[config.mk]
export PLATFORM = sky130hd
export DESIGN_NAME = pong_score_fsm
export DESIGN_NICKNAME = d
export VERILOG_FILES = /design/src/rtl/pong_score_fsm.sv
export SDC_FILE = /design/constraint.sdc
export NUM_CORES = 1
export LEC_CHECK = 0
export ABC_AREA = 0
export BUFFER_PORTS_ARGS = -buffer_cell sky130_fd_sc_hd__clkbuf_2
export CORE_UTILIZATION = 52
export DETAILED_ROUTE_END_ITERATION = 16
export PLACE_DENSITY_LB_ADDON = 0.2
export SYNTH_ARGS = -nofsm -noshare
export SYNTH_HDL_FRONTEND = slang
export SYNTH_SLANG_ARGS = --single-unit
[constraint.sdc]
create_clock -name clk -period 3 [get_ports clk]
set_clock_uncertainty 0.2 [all_clocks]
set_input_delay 0.15 -clock clk [delete_from_list [all_inputs] [get_ports clk]]
set_output_delay 0.15 -clock clk [all_outputs]
set_load 0.1 [all_outputs]
[src/rtl/pong_score_fsm.sv]
// pong_score_fsm: miss detection, scoring and serve/play/point/over sequencing for pong
module pong_score_fsm #(
  parameter int SCREEN_W     = 640,
  parameter int BALL_SIZE    = 8,
  parameter int MISS_MARGIN  = 2,
  parameter int WIN_SCORE    = 9,
  parameter int SERVE_FRAMES = 60,
  parameter int SCORE_W      = 4
) (
  input  logic               clk,
  input  logic               reset,
  input  logic               refresh_tick,
  input  logic               start,
  input  logic [9:0]         ball_x,
  output logic [SCORE_W-1:0] score1,
  output logic [SCORE_W-1:0] score2,
  output logic               ball_freeze,
  output logic               ball_serve,
  output logic               serve_dir,
  output logic               game_over,
  output logic               winner,
  output logic [2:0]         state
);
  localparam int CNT_W = SERVE_FRAMES > 0 ? $clog2(SERVE_FRAMES + 1) : 1;
  localparam logic [CNT_W-1:0]   LOAD = CNT_W'(SERVE_FRAMES);
  localparam logic [SCORE_W-1:0] WIN  = SCORE_W'(WIN_SCORE);
  typedef enum logic [2:0] {IDLE = 3'd0, SERVE = 3'd1, PLAY = 3'd2, POINT = 3'd3, OVER = 3'd4} state_t;
  state_t st, st_n;
  logic [CNT_W-1:0]   cnt, cnt_n;
  logic [SCORE_W-1:0] s1_n, s2_n;
  logic               dir_n, win_n, serve_n, miss_l, miss_r;
  assign miss_l = ball_x <= 10'(MISS_MARGIN);
  assign miss_r = ({1'b0, ball_x} + 11'(BALL_SIZE)) >= 11'(SCREEN_W);
  assign state  = st;
  // next-state, counter and score updates; the scorer in POINT is implied by serve_dir
  always_comb begin
    st_n    = st;
    cnt_n   = cnt;
    s1_n    = score1;
    s2_n    = score2;
    dir_n   = serve_dir;
    win_n   = winner;
    serve_n = 1'b0;
    case (st)
      IDLE: if (start) begin
        st_n  = SERVE;
        cnt_n = LOAD;
      end
      SERVE: if (refresh_tick) begin
        st_n    = cnt == '0 ? PLAY : SERVE;
        serve_n = cnt == '0;
        cnt_n   = cnt == '0 ? cnt : cnt - 1'b1;
      end
      PLAY: if (refresh_tick && miss_l) begin
        st_n  = POINT;
        dir_n = 1'b0;
        s2_n  = score2 == WIN ? score2 : score2 + 1'b1;
      end else if (refresh_tick && miss_r) begin
        st_n  = POINT;
        dir_n = 1'b1;
        s1_n  = score1 == WIN ? score1 : score1 + 1'b1;
      end
      POINT: if (serve_dir ? score1 == WIN : score2 == WIN) begin
        st_n  = OVER;
        win_n = ~serve_dir;
      end else begin
        st_n  = SERVE;
        cnt_n = LOAD;
      end
      OVER: if (start) begin
        st_n  = SERVE;
        cnt_n = LOAD;
        s1_n  = '0;
        s2_n  = '0;
        win_n = 1'b0;
      end
      default: st_n = IDLE;
    endcase
  end
  // state and registered outputs; freeze and game_over are decoded from the next state
  always_ff @(posedge clk) begin
    if (reset) begin
      st          <= IDLE;
      cnt         <= '0;
      score1      <= '0;
      score2      <= '0;
      serve_dir   <= 1'b0;
      winner      <= 1'b0;
      ball_serve  <= 1'b0;
      ball_freeze <= 1'b1;
      game_over   <= 1'b0;
    end else begin
      st          <= st_n;
      cnt         <= cnt_n;
      score1      <= s1_n;
      score2      <= s2_n;
      serve_dir   <= dir_n;
      winner      <= win_n;
      ball_serve  <= serve_n;
      ball_freeze <= st_n != PLAY;
      game_over   <= st_n == OVER;
    end
  end
endmodule

==> results.ini <==
[setup_path]
crit_path_cell_trace=inv_1, ha_1, or3b_4, or3_4, or3b_1, a211oi_2, nand2_1
cp_data_required_time_ns=3.01
r2r_start=cnt[0]$_SDFFE_PP0P_
r2r_end=ball_freeze$_SDFF_PP1_
worstSetupStartpointType=flop
cp_num_buf_inv=1
crit_path_end_kind=flop
r2r_cells=7
crit_type=reg -> reg
cp_max_fo=3
cp_slowest_cell=or3b_1
critPathTopFamily=simple AND/OR/NAND/NOR gates
cpPeakStageDelay_ns=0.39
crit_arrival_ns=2.34
ff2ff_setup_slack_ns=0.67

[pwr]
clkPwrFrac_pct=34.2
p_per_area_nw_per_um2=469
p_int_uw=487
ir_worst_vdd_v=0.000336
swShare_pct=27.6
power.leakage_uw=0.000602
switching_power_uw=186
pwr-share-comb_pct=17.9
p_total_uw=673
pwr-share-seq_pct=47.9

[routing]
routed_via_density=5.85
routedWlPerCell_um=13.7
routed_wl_mm=2.73
dr.pass1.iters=4
drc=0
drt_iter0_drc=16
ant_nets=0
num_vias=1165

[global_route]
grt_pass1_vias=1077
grt_overflow=0
grt_max_degree=23
antenna_found_initial=0
grt_pass1_wl_mm=4.59
grt_usage_pct=23.7

[die]
num_rows=17
die_h_um=50.3
die_area_sq_um=2530
num_io_pins=30
initial_utilization_pct=54.8
core-area_sq_um=2210
dieWidth_um=50.3

[timing]
rsz0062_at_grt=false
tightest_slew_ns=0.618
fin_ws_ns=0.669
setup_viol=0
fmax_ghz=0.429
finalSetupTns_ns=0
hold_viol=0
min_period_over_period_pct=77.7
min_period_ns=2.33
maxSlewViolCount=0
maxSlewHeadroom_pct=58.3

[synthesis]
yosys_warnings=0
ys_ff_latch=22
synthArstFlopShare_pct=0
syn_area_sq_um=1210
synth_ff_type=dfxtp_1
postSynthAreaPerCell_sq_um=8.54
synthCells=142
yosysSeqAreaShare_pct=36.3
synth-edff-count=0
yosysUniqueCellTypes=42
synth_fp_nets=162

[final_layout]
final_util_pct=64.9
mostFrequentLayoutCell=clkbuf_2
final_nets=192
diodes=0
final_cell_mix=clkbuf_2 (29), dfxtp_1 (22), a21oi_1 (16)
drive_above_1_share_pct=22.8
area_growth_pct=18.5

[outcome]
status=finished, final reports clean

[clock_tree]
root_buffer=clkbuf_4
postCtsResizedCells=0
clkSinkCount=22
clk_pin_slew_ns=0.13
htreeDepth=1
cts_made_buffers=3
clk_latency_ns=0.31
cts_max_path_buffers=2
cts_tree=yes

[placement]
port-buffer-count=29
dp_slack_ns=0.709
hpwl_mm=1.96
gp_congestion=0.781

[worst_hold_path]
holdPathEnd=ball_serve$_SDFF_PP0_
hold_start=refresh_tick
hp-class=in -> reg
holdPathStages=4

[flow_run]
drv_cap=0

cell families after synthesis:
group | after synthesis | share of synthesized area (%)
buffers and inverters | 12 | 3.72
AO/OA/AOI/OAI | 38 | 19.3
AND/OR/NAND/NOR | 59 | 30.4
multiplexers | 3 | 2.58
flip-flops | 22 | 36.3
XOR/XNOR | 2 | 1.45
adder cells (fa/ha/maj) | 6 | 6.19
registers in the layout, summed over array words and instances, names as in the netlist:
| register | flops |
|---|---|
| ball_freeze | 1 |
| ball_serve | 1 |
| cnt | 6 |
| game_over | 1 |
| score1 | 4 |
| score2 | 4 |
| serve_dir | 1 |
| state | 3 |
| winner | 1 |
power by group through the flow:
stage | Clock, uW | Combinational (uW) | Sequential (uW)
after floorplan | 0 | 72.5 | 342
after global placement | 0 | 114 | 327
after detailed placement | 0 | 117 | 328
after CTS | 234 | 120 | 322
after global routing | 249 | 131 | 325
final | 230 | 121 | 322
synth_stat cells (2+ instances only):
master,number,area [sq um]
dfxtp_1,22,440
mux2i_1,2,20.0
nand2_1,7,26.3
or3_1,4,25.0
and2_1,2,12.5
inv_1,7,26.3
nor4_1,6,37.5
a211oi_1,3,22.5
nand4_1,2,12.5
clkbuf_1,5,18.8
o21ai_0,7,35.0
ha_1,6,75.1
a31oi_1,3,18.8
a21oi_1,16,80.1
nand3b_1,4,30.0
nand3_1,2,10.0
nor2b_1,2,12.5
nand2b_1,6,37.5
or4_1,3,22.5
nor2_1,9,33.8
and3b_1,2,17.5
xnor2_1,2,17.5
worst min-delay path, cell delays in order:
cell and delay (ns):
clkbuf_2 0.12, inv_1 0.06, or3_4 0.12, nor4_1 0.04
stage by stage:
step           hold WS (ns)  area (sq um)  std cells
2_1_floorplan         0.127          1210        142
3_3_place_gp          0.275          1370        194
3_5_place_dp          0.283          1370        194
4_1_cts              0.0104          1440        199
5_1_grt              0.0276          1440        199
6_report             0.0166          1440        199
worst max path at each step:
stage                                 from                endpoint  slack, ns  depth (start not counted)
finish                 cnt[0]$_SDFFE_PP0P_  ball_freeze$_SDFF_PP1_       0.67                          7
global route           state[0]$_SDFF_PP0_     cnt[5]$_SDFFE_PP0P_       0.54                          5
CTS                    cnt[0]$_SDFFE_PP0P_  ball_freeze$_SDFF_PP1_       0.68                          7
detailed placement     cnt[0]$_SDFFE_PP0P_  ball_freeze$_SDFF_PP1_       0.71                          7
global placement       cnt[0]$_SDFFE_PP0P_  ball_freeze$_SDFF_PP1_       0.76                          7
floorplan           score2[0]$_SDFFE_PP0P_  ball_freeze$_SDFF_PP1_       0.37                          6
timing repair:
item,in CTS,in global routing
endpoints found under the hold margin,1,0
setup buffers,0,0
hold buffers,1,0
endpoints found under the setup margin,0,0
layer usage:
metal | track usage (%) | up-vias | part of all wire [%]
li1 | - | 586 | -
met1 | 29.5 | 555 | 47
met2 | 40.0 | 22 | 50
met3 | 4.24 | 2 | 2.6
met4 | 9.52 | 0 | 0.59
met5 | 0 | - | 0
layout make-up:
class / count / area (sq um)
multi-input cells: 108 / 727
clock inverters: 1 / 30.0
well taps: 28 / 35.0
fillers: 197 / 776
clock buffers: 3 / 22.5
inverters: 7 / 26.3
flip-flops and latches: 22 / 440
repair buffers: 30 / 155
Power figures use the tool's default switching activity.
